[config.mk]
export PLATFORM = sky130hd
export DESIGN_NAME = seg7_scan_driver
export DESIGN_NICKNAME = d
export VERILOG_FILES = /design/src/rtl/seg7_pkg.sv /design/src/rtl/seg7_decode.sv /design/src/rtl/seg7_scan_driver.sv
export SDC_FILE = /design/constraint.sdc
export NUM_CORES = 1
export LEC_CHECK = 0
export ABC_AREA = 0
export BUFFER_PORTS_ARGS = -buffer_cell sky130_fd_sc_hd__buf_4
export CORE_ASPECT_RATIO = 1.75
export CORE_MARGIN = 4
export CORE_UTILIZATION = 59
export CTS_CLUSTER_DIAMETER = 50
export DETAILED_ROUTE_END_ITERATION = 8
export PLACE_DENSITY_LB_ADDON = 0.15
export SYNTH_ARGS = -nofsm -noshare
export SYNTH_HDL_FRONTEND = slang
export SYNTH_SLANG_ARGS = --single-unit
[constraint.sdc]
create_clock -name clk -period 5.2 [get_ports clk]
set_input_delay 0.26 -clock clk [delete_from_list [all_inputs] [get_ports clk]]
set_output_delay 0.26 -clock clk [all_outputs]
set_load 0.01 [all_outputs]
[src/rtl/seg7_pkg.sv]
// Shared segment constants and nibble-to-pattern decode for the seven-segment scan driver.
// All patterns are active-low in {a,b,c,d,e,f,g} order.
package seg7_pkg;

  localparam logic [6:0] SEG_0     = 7'b0000001;
  localparam logic [6:0] SEG_1     = 7'b1001111;
  localparam logic [6:0] SEG_2     = 7'b0010010;
  localparam logic [6:0] SEG_3     = 7'b0000110;
  localparam logic [6:0] SEG_4     = 7'b1001100;
  localparam logic [6:0] SEG_5     = 7'b0100100;
  localparam logic [6:0] SEG_6     = 7'b0100000;
  localparam logic [6:0] SEG_7     = 7'b0001111;
  localparam logic [6:0] SEG_8     = 7'b0000000;
  localparam logic [6:0] SEG_9     = 7'b0000100;
  localparam logic [6:0] SEG_A     = 7'b0001000;
  localparam logic [6:0] SEG_B     = 7'b1100000;
  localparam logic [6:0] SEG_C     = 7'b0110001;
  localparam logic [6:0] SEG_D     = 7'b1000010;
  localparam logic [6:0] SEG_E     = 7'b0110000;
  localparam logic [6:0] SEG_F     = 7'b0111000;
  localparam logic [6:0] SEG_BLANK = 7'b1111111;
  localparam logic [6:0] SEG_DASH  = 7'b1111110;

  // Map one nibble to its segment pattern; 10..15 become a dash unless hex_en is set.
  function automatic logic [6:0] nibble_to_seg(input logic [3:0] nibble, input logic hex_en);
    logic [6:0] pat;
    case (nibble)
      4'h0:    pat = SEG_0;
      4'h1:    pat = SEG_1;
      4'h2:    pat = SEG_2;
      4'h3:    pat = SEG_3;
      4'h4:    pat = SEG_4;
      4'h5:    pat = SEG_5;
      4'h6:    pat = SEG_6;
      4'h7:    pat = SEG_7;
      4'h8:    pat = SEG_8;
      4'h9:    pat = SEG_9;
      4'hA:    pat = hex_en ? SEG_A : SEG_DASH;
      4'hB:    pat = hex_en ? SEG_B : SEG_DASH;
      4'hC:    pat = hex_en ? SEG_C : SEG_DASH;
      4'hD:    pat = hex_en ? SEG_D : SEG_DASH;
      4'hE:    pat = hex_en ? SEG_E : SEG_DASH;
      4'hF:    pat = hex_en ? SEG_F : SEG_DASH;
      default: pat = SEG_DASH;
    endcase
    return pat;
  endfunction

endpackage

[src/rtl/seg7_decode.sv]
// Combinational single-digit decoder with a blanking override.
module seg7_decode
  import seg7_pkg::*;
(
  input  logic [3:0] nibble,
  input  logic       blank,
  input  logic       hex_en,
  output logic [6:0] seg
);

  // Blanking wins over the decoded glyph.
  always_comb begin
    seg = SEG_BLANK;
    if (blank) begin
      seg = SEG_BLANK;
    end else begin
      seg = nibble_to_seg(nibble, hex_en);
    end
  end

endmodule

[src/rtl/seg7_scan_driver.sv]
// Time-multiplexed common-anode seven-segment driver: shadow register, prescaled
// digit scan with a guard cycle per slot, leading-zero blanking and registered pins.
module seg7_scan_driver
  import seg7_pkg::*;
#(
  parameter int DIGITS  = 4,
  parameter int CLK_DIV = 1000,
  parameter int HEX_EN  = 0
) (
  input  logic                  clk,
  input  logic                  rst,
  input  logic [4*DIGITS-1:0]   value,
  input  logic [DIGITS-1:0]     dp_in,
  input  logic                  blank_lz,
  input  logic                  load,
  output logic [6:0]            seg,
  output logic                  dp,
  output logic [DIGITS-1:0]     an
);

  localparam int   PCNT_W  = (CLK_DIV > 1) ? $clog2(CLK_DIV) : 1;
  localparam int   IDX_W   = (DIGITS > 1) ? $clog2(DIGITS) : 1;
  localparam logic HEX_BIT = (HEX_EN != 0);

  logic [PCNT_W-1:0]   pcnt;
  logic [IDX_W-1:0]    idx;
  logic [4*DIGITS-1:0] sh_value;
  logic [DIGITS-1:0]   sh_dp;
  logic                sh_blz;

  logic                pcnt_wrap;
  logic [DIGITS-1:0]   zero_above;
  logic                zero_run;
  logic [3:0]          cur_nibble;
  logic                cur_blank;
  logic                cur_dp;
  logic [6:0]          dec_seg;
  logic [6:0]          seg_next;
  logic                dp_next;
  logic [DIGITS-1:0]   an_next;

  assign pcnt_wrap = (pcnt == PCNT_W'(CLK_DIV - 1));

  // Prescaler: counts clocks within a digit slot.
  always_ff @(posedge clk or posedge rst) begin
    if (rst) begin
      pcnt <= '0;
    end else if (pcnt_wrap) begin
      pcnt <= '0;
    end else begin
      pcnt <= pcnt + PCNT_W'(1);
    end
  end

  // Slot index: advances at the end of each slot, wrapping after the last digit.
  always_ff @(posedge clk or posedge rst) begin
    if (rst) begin
      idx <= '0;
    end else if (pcnt_wrap) begin
      if (idx == IDX_W'(DIGITS - 1)) begin
        idx <= '0;
      end else begin
        idx <= idx + IDX_W'(1);
      end
    end else begin
      idx <= idx;
    end
  end

  // Shadow register: captured on every load strobe, last strobe wins.
  always_ff @(posedge clk or posedge rst) begin
    if (rst) begin
      sh_value <= '0;
      sh_dp    <= '0;
      sh_blz   <= 1'b0;
    end else if (load) begin
      sh_value <= value;
      sh_dp    <= dp_in;
      sh_blz   <= blank_lz;
    end else begin
      sh_value <= sh_value;
      sh_dp    <= sh_dp;
      sh_blz   <= sh_blz;
    end
  end

  // zero_above[i] is set when every shadow nibble from the top digit down to i is zero.
  always_comb begin
    zero_above = '0;
    zero_run   = 1'b1;
    for (int i = DIGITS - 1; i >= 0; i--) begin
      zero_run      = zero_run & (sh_value[4*i +: 4] == 4'h0);
      zero_above[i] = zero_run;
    end
  end

  assign cur_nibble = sh_value[4*int'(idx) +: 4];
  assign cur_blank  = sh_blz & (idx != IDX_W'(0)) & zero_above[idx];
  assign cur_dp     = sh_dp[idx];

  seg7_decode u_decode (
    .nibble (cur_nibble),
    .blank  (cur_blank),
    .hex_en (HEX_BIT),
    .seg    (dec_seg)
  );

  // Next pin values: dark guard cycle at slot start, otherwise light the current digit.
  always_comb begin
    seg_next = SEG_BLANK;
    dp_next  = 1'b1;
    an_next  = '1;
    if (pcnt != PCNT_W'(0)) begin
      seg_next = dec_seg;
      dp_next  = ~cur_dp;
      for (int i = 0; i < DIGITS; i++) begin
        an_next[i] = (idx != IDX_W'(i));
      end
    end else begin
      seg_next = SEG_BLANK;
      dp_next  = 1'b1;
      an_next  = '1;
    end
  end

  // Output register for glitch-free pins.
  always_ff @(posedge clk or posedge rst) begin
    if (rst) begin
      seg <= SEG_BLANK;
      dp  <= 1'b1;
      an  <= '1;
    end else begin
      seg <= seg_next;
      dp  <= dp_next;
      an  <= an_next;
    end
  end

endmodule

Word-level counts from Yosys, hierarchy flattened
Cells that the tools add are included.
{ "totals": {"inputBits": 24, "elab_cells": 57, "reg_bits": 45, "out_inout_bits": 12} }
{ "op_classes": {"bitwise": 6, "n_lt_le_gt_ge": 1, "n_reduce_logical": 8, "n_eq_ne": 20, "n_mux": 11, "addsub": 2, "shift": 1} }
{ "op_table": {"columns": ["op", "n"], "rows": [
  ["case mux 7 bit (11 select lines)", 1],
  ["== test 4 bit, second input constant", 8],
  ["logical NOT 4 bit", 5],
  ["== test 4 x 3 -> 1 bit, second input constant", 4],
  ["indexed part select 16 x 5 -> 4 bit", 1],
  ["2-to-1 mux 7 bit", 2],
  ["adder 10 x 1 -> 10 bit, second input constant", 1],
  ["== test 10 bit, second input constant", 1],
  ["2-to-1 mux 10 bit", 1],
  ["nonzero test 10 bit", 1],
  ["== test 4 x 2 -> 1 bit, second input constant", 2],
  ["OR reduction 6 bit", 1],
  ["bitwise AND 1 bit", 5],
  ["binary-select mux 1 bit (select 2 bit)", 2],
  ["== test 4 x 1 -> 1 bit, second input constant", 1],
  ["2-to-1 mux 4 bit", 1],
  ["!= test 2 bit, second input constant", 2],
  ["less-than comparator 2 x 3 -> 1 bit, second input constant", 1],
  ["2-to-1 mux 1 bit", 3],
  ["adder 2 x 1 -> 2 bit, second input constant", 1],
  ["== test 2 bit, second input constant", 1],
  ["2-to-1 mux 2 bit", 1],
  ["!= test 2 x 1 -> 1 bit, second input constant", 1],
  ["nonzero test 2 bit", 1],
  ["inverter 1 bit", 1]
]} }

Longest topological paths before layout
Gate-level depths: netlist (run 1).
{ "depth": {"word_depth": 9, "depth_mapped": 7, "mapped_depth_nobuf": 6} }

By module
From an unflattened synthesis (run 1), not the netlist that was laid out.
{ "unflattened": {"cells_unflattened": 198, "area_unflattened_um2": 2319.7} }
{ "by_module_without_submodules": {"columns": ["mod", "cells_each", "instances", "seq_area_each_um2", "area_per_inst_um2"], "rows": [
  ["seg7_scan_driver", 153, 1, 1141.1, 2014.4],
  ["seg7_decode", 45, 1, 0.0, 305.3]
]} }

Worst setup path before layout (run 1)
OpenSTA, ideal clock, no wires.
{ "synth_timing": {"kind": "register -> register", "startpoint": "reg idx[0]", "endpoint": "reg seg[6]", "path_stages_with_launch": 6, "path_slack_ns": 3.554, "arrival_time_ns": 1.562, "setup_ns": 0.084, "synth_period_minus_slack_ns": 1.646, "required_time_ns": 5.116, "path_buffers": 1, "path_cell_list": "dfrtp_1 -> buf_6 -> mux4_2 -> and2_4 -> o32ai_1 -> nand2_1"} }
{ "synth_via": {"elab_chain_len": 6, "elab_cells_between_ends": 26, "classes_between": "eq/ne: 15; shift: 1; mux: 5; bitwise: 2; reduce/logical: 3"} }
{ "synth_lines": {"columns": ["element", "line_no", "text"], "rows": [
  ["start: declaration", "seg7_scan_driver.sv:26", "logic [IDX_W-1:0] idx;"],
  ["start signal: assignment", "seg7_scan_driver.sv:63", "idx <= idx + IDX_W'(1);"],
  ["start signal: assignment", "seg7_scan_driver.sv:66", "idx <= idx;"],
  ["indexed part select 16 x 5 -> 4 bit", "seg7_scan_driver.sv:97", "assign cur_nibble = sh_value[4*int'(idx) +: 4];"],
  ["== test 4 bit", "seg7_pkg.sv:27", "case (nibble)"],
  ["OR reduction 6 bit (no line)", null, null],
  ["case mux 7 bit (11 select lines)", "seg7_pkg.sv:27", null],
  ["2-to-1 mux 7 bit (*)", "seg7_decode.sv:14", "if (blank) begin"],
  ["2-to-1 mux 7 bit (*)", "seg7_scan_driver.sv:113", "if (pcnt != PCNT_W'(0)) begin"],
  ["via seg_next[6]", "seg7_scan_driver.sv:38", "logic [6:0] seg_next;"],
  ["end signal: assignment", "seg7_scan_driver.sv:133", "seg <= seg_next;"],
  ["end: declaration", "seg7_scan_driver.sv:16", "output logic [6:0] seg,"]
]} }
The timed path passes the listed nets; every way through them passes the cells marked *. The select of a mux whose other input is x is not followed.
A chain may end at the register's enable or synchronous reset.

Worst setup path after layout (run 1)
{ "layout_timing": {"startpoint": "reg pcnt[0]", "endpoint": "reg idx[0]"} }
{ "layout_via": {"elab_chain_len": 1} }
{ "layout_lines": {"columns": ["element", "line_no", "text"], "rows": [
  ["start: declaration", "seg7_scan_driver.sv:25", "logic [PCNT_W-1:0] pcnt;"],
  ["start signal: assignment", "seg7_scan_driver.sv:51", "pcnt <= pcnt + PCNT_W'(1);"],
  ["== test 10 bit", "seg7_scan_driver.sv:42", "assign pcnt_wrap = (pcnt == PCNT_W'(CLK_DIV - 1));"]
]} }
No other way between the ends.

==> qor.txt, run 1 <==
Status -> completed
Placed Instances -> 243
Chip width -> 52.7 um
Pwr/cell area -> 290 nW/um^2
Initial antenna violation count -> 0
Clock Latency Late Sink -> 0.29 ns
Finished Layout Cells -> 251
Grt peak-use layer -> met2
Fmax -> 476 MHz
Critical Path RT -> 5.35 ns
Switching Share -> 25.0%
Routing usage on met3 -> 4.82%
Max Slew Vio Count -> 0
P&R area growth vs syn -> 18.3%
Worst-case reg-to-reg path depth -> 5
Cell family with most CP delay -> simple AND/OR/NAND/NOR gates
Top cells by area, synth -> dfrtp_1, dfstp_2, mux2_2
Fin Setup TNS -> 0 ns
Drt first pass iters -> 4
Ys Warns -> 0
CTS root buf -> clkbuf_8
Startpoint Class -> flip-flop
Antenna Violating Nets Remaining -> 0
GR Overflow Total -> 0
Global-route wire length before repair -> 7130 um
Seq/Total Area, Yosys -> 55.4%
Clock power share -> 30.1%
Relative slew margins -> 61.1%
Largest net degree at the start of global routing -> 46
Ports -> 36
Final Hold Viols -> 0
Die height -> 86.2 um
Leakage power -> 1.04 nW
Post-synth top cells -> dfrtp_1, mux2_2, nand2_1, nor2_1, dfstp_2
Via count -> 1433
CP cell instances -> ha_1 > nand2_1 > nor4_1 > nor2b_1 > o21ai_0
Clock Sinks -> 45
Yosys top cell area share -> 40.1%
Clock tree buffer depth -> 2
Clk pin slew, worst setup/hold paths -> 0.09 ns
Peak VDD IR -> 0.257 mV
Worst slew pin tran -> 0.582 ns
DRC Markers -> 0
Crit path time final -> 2.10 ns
Design area -> 2440 um^2
# hold bufs at CTS -> 0
CP Max Fanout -> 9
Nets -> 235
Area of the mapped netlist -> 2060 um^2
Hold WS -> 0.0992 ns
Initial Util -> 61.3%
Comb power frac -> 13.4%
Port Buf Inserts -> 35
Slowest CP cell -> nor2b_1
Critical path class -> flip-flop to flip-flop
Buffer count from post-CTS setup fixing -> 0
GP Congestion -> 0.798
Wire per inst -> 16.6 um
Share of post-route cells with drive strength above 1 -> 40.3%
Setup violators final -> 0
Core area -> 3360 um^2
Syn Nets -> 198
Clk_skew -> 0.00604 ns
Die ar. -> 4540 um^2
Max stage delay on crit path -> 0.56 ns
Flop pwr share -> 56.4%
Crit path DAT -> 2.25 ns
Clock H-tree levels -> 2
Placed inst area -> 2350 um^2
Syn avg cell area -> 12.3 um^2
Core Util, Final -> 72.5%
Crit end category -> flip-flop
Final period utilization -> 40.4%
HPWL after DPL -> 3190 um
Total GRT Usage -> 21.3%
Max-Cap Viols -> 0
Tightest Hold Check Type -> primary input to asynchronous set/reset pin
Met2 usage -> 39.4%
Crit path depth -> 5
Internal power -> 0.531 mW
Antenna diode count -> 0
Top_reg_cell synth -> dfrtp_1
CTS resizes -> 0
Row count -> 28
Synthesized flop and latch total -> 45
DR vias/cell -> 5.71
Share of synthesized registers carrying an async set or reset -> 100%
CTS tree -> built
Area leader, netlist -> dfrtp_1
Mapped Cells -> 168
GR met1 Demand/Resource -> 22.6%
RSZ-0062 raised after global routing -> no
Post-synth EDFFs -> 0
WP buf/inv -> 0
Fillers -> 251
Top-count cell post-synth -> dfrtp_1
CTS Buf Count -> 5
Vias in the first global route -> 1556
Yosys cell types -> 30
Detailed Route Iter0 Violations -> 21
Switch Pwr -> 0.177 mW
Routed WL -> 4170 um
## area by class of cell
| class | count | area [um^2] | area share [%] |
|---|---|---|---|
| clock buffers | 5 | 68.8 | 2.82 |
| clock inverters | 3 | 21.3 | 0.873 |
| inverters | 5 | 18.8 | 0.770 |
| multi-input cells | 112 | 861 | 35.3 |
| flip-flops and latches | 45 | 1140 | 46.8 |
| well taps | 45 | 56.3 | 2.31 |
| repair buffers | 36 | 270 | 11.1 |
## flip-flops by register name, indices dropped and copies added, names as in the netlist
name	flops
dp	1
sh_blz	1
idx	2
pcnt	10
an	4
sh_dp	4
seg	7
sh_value	16
## routing by layer
| layer | share of wire, % | routed length [um] | up-vias |
|---|---|---|---|
| met1 | 35 | 1460 | 726 |
| met2 | 59 | 2470 | 36 |
| met4 | 1.6 | 68 | 0 |
| li1 | - | - | 663 |
| met5 | 0 | 0 | - |
| met3 | 4.1 | 173 | 8 |
## worst min-delay path: cells and delay by family
| kind | cells | cell delay [ns] |
|---|---|---|
| buf+inv | 3 | 0.60 |
## logic make-up after synthesis
group / share of synthesized area, %
buffers and inverters: 2.85
muxes: 16.9
xor gates and xnor gates: 2.55
adders and majority gates: 3.64
AOI/OAI and AO/OA: 6.25
DFF: 55.4
and+or+nand+nor: 12.4
## power by group through the flow
stage          clock network [mW]  registers (mW)  logic, mW
6_report                    0.213           0.399     0.0951
5_1_grt                     0.234           0.402      0.105
4_1_cts                     0.221           0.399     0.0965
3_5_place_dp                    0           0.406     0.0961
3_3_place_gp                    0           0.404     0.0910
2_1_floorplan                   0           0.405     0.0525
## metrics by stage
stage | power [mW] | worst slack, ns
2_1_floorplan | 0.457 | 3.55
6_report | 0.708 | 3.10
3_5_place_dp | 0.502 | 3.14
4_1_cts | 0.717 | 3.12
3_3_place_gp | 0.495 | 3.30
5_1_grt | 0.740 | 2.87
## cells in the final DEF, fill, tap and decap left out
cell type and count:
buf_4 36, dfstp_2 12, a22oi_1 1, clkinvlp_4 1, clkbuf_8 5, mux2_2 21, nor4_1 3, and2_4 1
xnor2_1 2, nand4b_1 1, o32ai_1 1, mux4_2 5, nor2b_1 5, nor3_1 2, a21oi_1 5, clkinv_2 1
o22ai_1 1, ha_1 6, o41ai_1 2, nand2_1 17, nand2b_1 2, nor2_1 13, o31a_1 1, inv_6 1
o211ai_1 1, o21ai_0 8, inv_1 5, nand3_1 7, nor4b_1 2, o31ai_1 1, dfrtp_1 33, xor2_1 4
## final timing paths
kind                               start  slack [ns]  endpoint
worst max-delay path             pcnt[0]        3.10    idx[0]
worst min-delay path                 rst         0.1   pcnt[4]
worst max register to register   pcnt[0]        3.10    idx[0]
worst min register to register   pcnt[0]        0.51   pcnt[0]
max in group asynchronous            rst        4.72    seg[0]
min in group clk                blank_lz        0.20    sh_blz
Note: power is estimated with default switching activity, not from simulation.
==> run 2: changes to the inputs <==
--- a/config.mk
+++ b/config.mk
@@ -9,7 +9,7 @@
 export BUFFER_PORTS_ARGS = -buffer_cell sky130_fd_sc_hd__buf_4
 export CORE_ASPECT_RATIO = 1.75
 export CORE_MARGIN = 4
-export CORE_UTILIZATION = 59
+export CORE_UTILIZATION = 49
 export CTS_CLUSTER_DIAMETER = 50
 export DETAILED_ROUTE_END_ITERATION = 8
 export PLACE_DENSITY_LB_ADDON = 0.15
==> constraint.sdc (replaced) <==
create_clock -name clk -period 1.9 [get_ports clk]
set_input_delay 0.095 -clock clk [delete_from_list [all_inputs] [get_ports clk]]
set_output_delay 0.095 -clock clk [all_outputs]
set_load 0.01 [all_outputs]
==> qor.txt, run 2 (synthesis results as in run 1) <==
P&R area growth vs syn -> 21.6% (was 18.3%)
Core Util, Final -> 60.9% (was 72.5%)
Leakage power -> 1.08 nW (was 1.04 nW)
Pwr/cell area -> 808 nW/um^2 (was 290 nW/um^2)
Max Slew Vio Count -> 0 (unchanged)
Tightest Hold Check Type -> primary input to flip-flop (was primary input to asynchronous set/reset pin)
Initial Util -> 50.1% (was 61.3%)
Status -> completed (unchanged)
Placed inst area -> 2390 um^2 (was 2350 um^2)
Reg-to-reg endpoint -> idx[0] (unchanged)
GR Overflow Total -> 0 (unchanged)
HPWL after DPL -> 2880 um (was 3190 um)
CTS root buf -> clkbuf_8 (unchanged)
Global-route wire length before repair -> 6510 um (was 7130 um)
Via count -> 1393 (was 1433)
Internal reg-to-reg setup slack -> 0.17 ns (was 3.10 ns)
Detailed Route Iter0 Violations -> 11 (was 21)
Largest net degree at the start of global routing -> 46 (unchanged)
Total GRT Usage -> 15.4% (was 21.3%)
Crit path DAT -> 1.94 ns (was 2.25 ns)
Worst reg2reg startpoint -> pcnt[0] (unchanged)
Antenna Violating Nets Remaining -> 0 (unchanged)
CTS tree -> built (unchanged)
Die ar. -> 5350 um^2 (was 4540 um^2)
CTS Buf Count -> 5 (unchanged)
Relative slew margins -> 64.6% (was 61.1%)
Clock Latency Late Sink -> 0.29 ns (about the same)
Worst-case reg-to-reg path depth -> 7 (was 5)
RSZ-0062 raised after global routing -> no (unchanged)
Fillers -> 355 (was 251)
Chip width -> 57.0 um (was 52.7 um)
CP Max Fanout -> 7 (was 9)
Clock H-tree levels -> 2 (unchanged)
Row count -> 31 (was 28)
Fmax -> 577 MHz (was 476 MHz)
Drt first pass iters -> 4 (unchanged)
Design area -> 2500 um^2 (was 2440 um^2)
GP Congestion -> 0.767 (was 0.798)
Biggest regs -> sh_value (16), pcnt (10), seg (7) (unchanged)
Port Buf Inserts -> 35 (unchanged)
Buffer count from post-CTS setup fixing -> 0 (unchanged)
Worst path most repeated cell -> nand2_1
Startpoint Class -> flip-flop (unchanged)
Clock tree buffer depth -> 2 (unchanged)
Worst slew pin tran -> 0.530 ns (was 0.582 ns)
Setup violators final -> 0 (unchanged)
DR vias/cell -> 5.36 (was 5.71)
DRC Markers -> 0 (unchanged)
Max-Cap Viols -> 0 (unchanged)
Final Hold Viols -> 0 (unchanged)
Antenna diode count -> 0 (unchanged)
Final period utilization -> 91.3% (was 40.4%)
CP cell instances -> ha_1 > nand2_1 > nor4_1 > nor2b_1 > buf_4 > nand2_1 > o21ai_0 (was ha_1 > nand2_1 > nor4_1 > nor2b_1 > o21ai_0)
Most common cell after layout, fill and taps aside -> buf_4 (unchanged)
Total chip power -> 2.02 mW (was 0.708 mW)
Most frequent cells in the layout -> buf_4, dfrtp_1, mux2_2, nand2_1, nor2_1 (unchanged)
Crit path time final -> 1.73 ns (was 2.10 ns)
Ports -> 36 (unchanged)
Peak VDD IR -> 0.901 mV (was 0.257 mV)
Wire per inst -> 14.4 um (was 16.6 um)
Max stage delay on crit path -> 0.39 ns (was 0.56 ns)
Clk_skew -> 0.00659 ns (was 0.00604 ns)
Initial antenna violation count -> 0 (unchanged)
Critical path capture point -> idx[0] (unchanged)
Biggest register -> sh_value (unchanged)
Core area -> 4110 um^2 (was 3360 um^2)
Slowest CP cell -> dfrtp_1 (was nor2b_1)
Routed WL -> 3740 um (was 4170 um)
Max reg flops -> 16 (unchanged)
Critical Path RT -> 2.11 ns (was 5.35 ns)
Nets -> 241 (was 235)
Hold WS -> 0.0307 ns (was 0.0992 ns)
Die height -> 93.8 um (was 86.2 um)
Crit end category -> flip-flop (unchanged)
Crit path from -> pcnt[0] (unchanged)
Share of post-route cells with drive strength above 1 -> 41.7% (was 40.3%)
Vias in the first global route -> 1465 (was 1556)
Clk pin slew, worst setup/hold paths -> 0.08 ns (was 0.09 ns)
Min-delay src -> dp_in[1]
Clock Sinks -> 45 (unchanged)
Critical path class -> flip-flop to flip-flop (unchanged)
Fin Setup TNS -> 0 ns (unchanged)
run 2: cell types whose count changed in the layout (fill, tap and decap cells not counted), sizes merged:
cell         delta
buf             +5
bufinv          +1
clkinvlp        -1
dlygate4sd3     +1
inv             -1
run 2: what timing repair did:
action / in CTS / in global routing
gates resized for setup: 0 / 1
setup endpoints to repair: 0 / 2
hold buffers: 1 / 0
hold endpoints to repair: 33 / 0
run 2: area by class of cell:
class | count | area [um^2] | share of cell area [%]
flip-flops and latches | 45 | 1140 | 45.6
multi-input cells | 112 | 861 | 34.4
well taps | 49 | 61.3 | 2.45
clock inverters | 2 | 35.0 | 1.40
repair buffers | 42 | 318 | 12.7
inverters | 5 | 18.8 | 0.749
clock buffers | 5 | 68.8 | 2.75
run 2: metrics by stage:
step,instances,setup WS (ns)
CTS,260,0.0896
detailed placement,252,0.128
floorplan,168,0.254
global placement,252,0.196
global route,260,0.0169
finish,260,0.165
run 2: power breakdown:
part	switching, mW	leakage (nW)	total, mW	internal, mW
combinational	0.108	0.505	0.255	0.146
sequential	0.0432	0.523	1.09	1.05
clock	0.297	0.0540	0.679	0.382
total	0.449	1.08	2.02	1.58
run 2: how the worst min path moves through the flow:
| stage | to | slack, ns | cells after the start |
|---|---|---|---|
| 6_report | sh_dp[1] | 0.03 | 2 |
| 5_1_grt | sh_dp[1] | 0.02 | 2 |
| 4_1_cts | sh_dp[1] | 0.02 | 2 |
| 3_5_place_dp | pcnt[7] | 0.28 | 3 |
| 3_3_place_gp | pcnt[5] | 0.26 | 3 |
| 2_1_floorplan | sh_value[1] | 0.25 | 1 |
run 2: critical path, delay by kind of cell, from the launching register on:
family / cells / cell delay (ns)
buf+inv: 1 / 0.19
flops: 1 / 0.39
compound gates: 1 / 0.07
fa+ha+maj: 1 / 0.22
simple gates: 4 / 0.77
run 2: per-layer routing:
| layer | part of all wire, % | track usage [%] |
|---|---|---|
| met2 | 53 | 27.2 |
| met1 | 40 | 17.5 |
| met3 | 6.1 | 4.54 |
| met4 | 1.1 | 5.22 |
| met5 | 0 | 0 |
